File: config.mk
export PLATFORM = sky130hd
export DESIGN_NAME = multiplication_fsm
export DESIGN_NICKNAME = d
export VERILOG_FILES = /design/src/rtl/mult_pkg.sv /design/src/rtl/mult_datapath.sv /design/src/rtl/multiplication_fsm.sv
export SDC_FILE = /design/constraint.sdc
export NUM_CORES = 1
export LEC_CHECK = 0
export ABC_AREA = 1
export BUFFER_PORTS_ARGS = -buffer_cell sky130_fd_sc_hd__buf_2
export CORE_MARGIN = 3
export CORE_UTILIZATION = 50
export CTS_BUF_LIST = sky130_fd_sc_hd__clkbuf_8
export CTS_CLUSTER_DIAMETER = 120
export CTS_CLUSTER_SIZE = 14
export DETAILED_ROUTE_END_ITERATION = 12
export GPL_ROUTABILITY_DRIVEN = 0
export PLACE_DENSITY = 0.71
export SYNTH_ARGS = -nofsm -noshare
export SYNTH_HDL_FRONTEND = slang
export SYNTH_SLANG_ARGS = --single-unit
File: constraint.sdc
create_clock -name clk -period 3 [get_ports clk]
set_input_delay 0.45 -clock clk [delete_from_list [all_inputs] [get_ports clk]]
set_output_delay 0.45 -clock clk [all_outputs]
set_load 0.05 [all_outputs]
File: src/rtl/mult_pkg.sv
// Shared types and constants for the shift-and-add multiplier.
package mult_pkg;

   localparam int DEFAULT_WIDTH = 4;

   typedef enum logic [2:0] {
      S_IDLE  = 3'd0,
      S_LOAD  = 3'd1,
      S_ADD   = 3'd2,
      S_SHIFT = 3'd3,
      S_DONE  = 3'd4
   } state_t;

   // Counter must hold the value WIDTH itself, so it needs one bit beyond $clog2.
   function automatic int cnt_width(input int width);
      return $clog2(width) + 1;
   endfunction

endpackage : mult_pkg

File: src/rtl/mult_datapath.sv
// Accumulator A, multiplicand M, multiplier Q, the A+M adder and the product register.
module mult_datapath #(
   parameter int WIDTH = 4
) (
   input  logic               clk,
   input  logic               reset,
   input  logic               i_capture,
   input  logic               i_load,
   input  logic               i_add,
   input  logic               i_shift,
   input  logic               i_last,
   input  logic [WIDTH-1:0]   i_multiplicand,
   input  logic [WIDTH-1:0]   i_multiplier,
   output logic               o_q_lsb,
   output logic [2*WIDTH-1:0] o_product
);

   logic [WIDTH:0]     r_a;
   logic [WIDTH-1:0]   r_m;
   logic [WIDTH-1:0]   r_q;
   logic [WIDTH-1:0]   r_hold_m;
   logic [WIDTH-1:0]   r_hold_q;
   logic [2*WIDTH-1:0] r_product;

   logic [WIDTH:0]     w_sum;
   logic [2*WIDTH:0]   w_shifted;

   // A keeps its carry bit, so A + M never overflows before the shift.
   assign w_sum     = r_a + {1'b0, r_m};
   assign w_shifted = {1'b0, r_a, r_q[WIDTH-1:1]};

   always_ff @(posedge clk) begin
      if (!reset) begin
         r_a       <= '0;
         r_m       <= '0;
         r_q       <= '0;
         r_hold_m  <= '0;
         r_hold_q  <= '0;
         r_product <= '0;
      end else begin
         // Operands are frozen at go acceptance so later input changes are harmless.
         if (i_capture) begin
            r_hold_m <= i_multiplicand;
            r_hold_q <= i_multiplier;
         end
         if (i_load) begin
            r_a       <= '0;
            r_m       <= r_hold_m;
            r_q       <= r_hold_q;
            r_product <= '0;
         end else if (i_add) begin
            r_a <= w_sum;
         end else if (i_shift) begin
            r_a <= w_shifted[2*WIDTH:WIDTH];
            r_q <= w_shifted[WIDTH-1:0];
            if (i_last) begin
               r_product <= w_shifted[2*WIDTH-1:0];
            end
         end
      end
   end

   assign o_q_lsb   = r_q[0];
   assign o_product = r_product;

endmodule : mult_datapath

File: src/rtl/multiplication_fsm.sv
// Control FSM and bit counter for a WIDTH x WIDTH unsigned shift-and-add multiplier.
module multiplication_fsm
   import mult_pkg::*;
#(
   parameter int WIDTH = DEFAULT_WIDTH
) (
   input  logic               clk,
   input  logic               reset,
   input  logic               go,
   input  logic [WIDTH-1:0]   multiplicand,
   input  logic [WIDTH-1:0]   multiplier,
   output logic               load,
   output logic               add,
   output logic               shift,
   output logic               busy,
   output logic               done,
   output logic [2*WIDTH-1:0] product
);

   localparam int             CW       = cnt_width(WIDTH);
   localparam logic [CW-1:0]  LAST_CNT = CW'(WIDTH - 1);

   state_t        r_state;
   state_t        w_next_state;
   logic [CW-1:0] r_count;

   logic w_capture;
   logic w_load;
   logic w_add;
   logic w_shift;
   logic w_busy;
   logic w_done;
   logic w_last;
   logic w_q_lsb;

   // NOTE: state registers use non-blocking assignments so every flop samples pre-edge values.
   always_ff @(posedge clk) begin
      if (!reset) begin
         r_state <= S_IDLE;
         r_count <= '0;
      end else begin
         r_state <= w_next_state;
         if (w_load) begin
            r_count <= '0;
         end else if (w_shift) begin
            r_count <= r_count + 1'b1;
         end
      end
   end

   // NOTE: every output gets a default first so no path through the case can infer a latch.
   always_comb begin
      w_next_state = S_IDLE;
      w_capture    = 1'b0;
      w_load       = 1'b0;
      w_add        = 1'b0;
      w_shift      = 1'b0;
      w_busy       = 1'b0;
      w_done       = 1'b0;
      case (r_state)
         S_IDLE: begin
            w_capture    = go;
            w_next_state = go ? S_LOAD : S_IDLE;
         end
         S_LOAD: begin
            w_load       = 1'b1;
            w_busy       = 1'b1;
            w_next_state = S_ADD;
         end
         S_ADD: begin
            w_add        = w_q_lsb;
            w_busy       = 1'b1;
            w_next_state = S_SHIFT;
         end
         S_SHIFT: begin
            w_shift      = 1'b1;
            w_busy       = 1'b1;
            w_next_state = (r_count == LAST_CNT) ? S_DONE : S_ADD;
         end
         S_DONE: begin
            w_done       = 1'b1;
            w_next_state = S_IDLE;
         end
         default: w_next_state = S_IDLE;
      endcase
      // Reset silences every strobe immediately, even before the first edge lands.
      if (!reset) begin
         w_capture = 1'b0;
         w_load    = 1'b0;
         w_add     = 1'b0;
         w_shift   = 1'b0;
         w_busy    = 1'b0;
         w_done    = 1'b0;
      end
   end

   assign w_last = (r_count == LAST_CNT);

   mult_datapath #(
      .WIDTH(WIDTH)
   ) u_datapath (
      .clk           (clk),
      .reset         (reset),
      .i_capture     (w_capture),
      .i_load        (w_load),
      .i_add         (w_add),
      .i_shift       (w_shift),
      .i_last        (w_last),
      .i_multiplicand(multiplicand),
      .i_multiplier  (multiplier),
      .o_q_lsb       (w_q_lsb),
      .o_product     (product)
   );

   assign load  = w_load;
   assign add   = w_add;
   assign shift = w_shift;
   assign busy  = w_busy;
   assign done  = w_done;

endmodule : multiplication_fsm

==> flow_metrics.env <==
export IMPL_grt_pass1_vias=1366
export IMPL_grt_util_met2_pct=32.0
export IMPL_peakVddDrop_v=0.000355
export IMPL_use_met3_pct=5.40
export IMPL_startpoint_type="register"
export IMPL_cp_startpoint="r_state[2]$_SDFF_PN0_"
export IMPL_antenna_found_initial=0
export IMPL_slew_violations=0
export IMPL_grt_pass1_wl_um=6020
export IMPL_min_path_type="input pin to register"
export IMPL_synthTopCellsByCount="nand2_1, dfxtp_1, inv_1"
export IMPL_via_per_inst=5.04
export IMPL_p_per_area_nw_per_um2=530
export IMPL_yosys_warnings=0
export IMPL_worstPathArrival_ns=1.63
export IMPL_portBuffers=23
export IMPL_die_width_um=62.6
export IMPL_grt_max_degree=17
export IMPL_cp_top_family="simple AND/OR/NAND/NOR gates"
export IMPL_routed_via_count=1385
export IMPL_synth_area_um2=1600
export IMPL_rsz0062_at_grt="false"
export IMPL_drt_iter0_markers=70
export IMPL_placementRows=19
export IMPL_critPathCaptureType="output port"
export IMPL_drc=0
export IMPL_status="complete, no violations"
export IMPL_track_usage_pct=19.7
export IMPL_cts_buffer_depth=2
export IMPL_diodes=0
export IMPL_ctsHoldBuffers=0
export IMPL_crit_type="register to output port"
export IMPL_cts_made_buffers=5
export IMPL_finalHoldViolCount=0
export IMPL_pin_count=24
export IMPL_cts_resized_gates=0
export IMPL_setup_viol=0
export IMPL_synth_fp_nets=224
export IMPL_firstDrtPassIters=4
export IMPL_met1_usage_pct=23.3
export IMPL_max_stage_delay_ns=0.39
export IMPL_initial_utilization_pct=55.2
export IMPL_clock_fmax_mhz=480
export IMPL_post_place_ws_ns=1.09
export IMPL_root_buffer="clkbuf_8"
export IMPL_p_leak_nw=0.798
export IMPL_clk_latency_ns=0.29
export IMPL_critPathSlowestCell="nor2_2"
export IMPL_avgSynthCellArea_um2=7.77
export IMPL_timing_setup_tns_ns=0
export IMPL_areaGrowthSynthToFinish_pct=13.8
export IMPL_slew_limit_headroom_pct=69.4
export IMPL_routed_wl_um=3470
export IMPL_post_cts_buffers=0
export IMPL_min_period_ns=2.08
export IMPL_tritoncts="done"
export IMPL_synth_seq_cells=35
export IMPL_layout_drive_gt1_share_pct=18.9
export IMPL_synth_area_leader_cell="dfxtp_1"
export IMPL_synth_top_area_share_pct=43.8
export IMPL_synth_top_cells_by_area="dfxtp_1, nand2_1, inv_1"
export IMPL_ant_nets=0
export IMPL_reg2reg_from="u_datapath.r_a[0]$_SDFFE_PP0P_"
export IMPL_path_max_fanout=11
export IMPL_synth_distinct_cells=25
export IMPL_synthCells=206
export IMPL_cts_htree_levels=2
export IMPL_path_cells="inv_2, nand2_1, nor2_2, buf_2"
export IMPL_fp_dieH_um=62.6
export IMPL_skew_ns=0.00537
export IMPL_period_share_pct=69.4
export IMPL_fin_ws_ns=0.918
export IMPL_busiest_layer="met2"
export IMPL_nets=250
export IMPL_core_area_um2=2900
export IMPL_min_from="multiplicand[0]"
export IMPL_fillers=262
export IMPL_cts_clk_slew_worst_paths_ns=0.07
export IMPL_synth_most_common_cell="nand2_1"
export IMPL_synth_flop_cell="dfxtp_1"
export IMPL_synth_async_reset_ratio_pct=0
export IMPL_required_ns=2.55
export IMPL_cap_violations=0
export IMPL_synth_edf_count=0
export IMPL_synth_seq_area_share_pct=43.8
export IMPL_avgRoutedWirePerCell_um=12.6
export IMPL_grt_overflow=0
export IMPL_clock_sinks=35
export IMPL_worstMarginPinSlew_ns=0.458
export IMPL_path_buf_inv=2
export IMPL_hpwl_um=2610
export IMPL_die_area_um2=3920
stage by stage:
stage                     std cells  hold WS [ns]  power [W]  util (%)  cell area (µm²)
after floorplan                 206         0.429   0.000584         -             1600
after global placement          267         0.446   0.000602      59.3             1720
after detailed placement        267         0.453   0.000605      59.3             1720
after CTS                       275         0.353   0.000974      62.8             1820
after global routing            275         0.367    0.00101      62.8             1820
final                           275         0.362   0.000964      62.8             1820
kinds of logic after synthesis:
kind of cell / count (synthesis) / share of synthesized area, %
AO/OA/AOI/OAI: 41 / 16.1
XOR/XNOR: 1 / 0.547
flip-flops: 35 / 43.8
buffers and inverters: 35 / 10.2
AND/OR/NAND/NOR: 87 / 23.4
adder cells (fa/ha/maj): 7 / 5.94
layout make-up:
class	count	area (µm²)	share of cell area [%]
well taps	42	52.6	2.89
flip-flops and latches	35	701	38.5
multi-input cells	136	736	40.4
inverters	31	116	6.39
repair buffers	23	115	6.32
clock buffers	7	96.3	5.29
clock inverters	1	3.75	0.206
cells in the final DEF, fill, tap and decap left out, drive strengths merged:
cell,instances
nand2,55
a21oi,12
o21ai,15
o22ai,1
xnor2,1
fa,1
dfxtp,35
ha,6
o31ai,8
buf,23
a21boi,1
o211ai,4
clkbuf,7
nor2,27
nand3,3
nor3,2
inv,32
routing by layer:
metal  share of wire, %  routed length, µm
met1                 44               1530
met2                 47               1630
met3                6.3                218
met4                2.5                 87
met5                  0                  0
path summary, 6_finish.rpt:
path | endpoint | slack [ns] | cells past startpoint
setup / recovery | shift | 0.92 | 4
hold / removal | u_datapath.r_hold_m[0]$_SDFFE_PN0P_ | 0.36 | 3
setup reg to reg | u_datapath.r_a[4]$_SDFFE_PP0P_ | 1.33 | 7
hold reg to reg | u_datapath.r_q[1]$_SDFFE_PN0P_ | 0.46 | 2
flip-flops by register name, indices dropped and copies added, names as in the netlist:
register / count
r_count: 3
u_datapath.r_hold_m: 4
u_datapath.r_hold_q: 4
u_datapath.r_a: 5
u_datapath.r_m: 4
r_state: 3
u_datapath.o_product: 8
u_datapath.r_q: 4
where the power goes:
group | total (W) | switching, W | internal, W
combinational | 0.000101 | 0.0000717 | 0.0000296
clock | 0.000370 | 0.000164 | 0.000206
sequential | 0.000493 | 0.00000991 | 0.000484
worst register-to-register path: cells and delay by family, from the launching register on:
| kind | cells | cell delay (ns) |
|---|---|---|
| compound gates | 1 | 0.29 |
| fa+ha+maj | 2 | 0.60 |
| buf+inv | 1 | 0.06 |
| flops | 1 | 0.41 |
| simple gates | 3 | 0.22 |
Power figures use the tool's default switching activity.
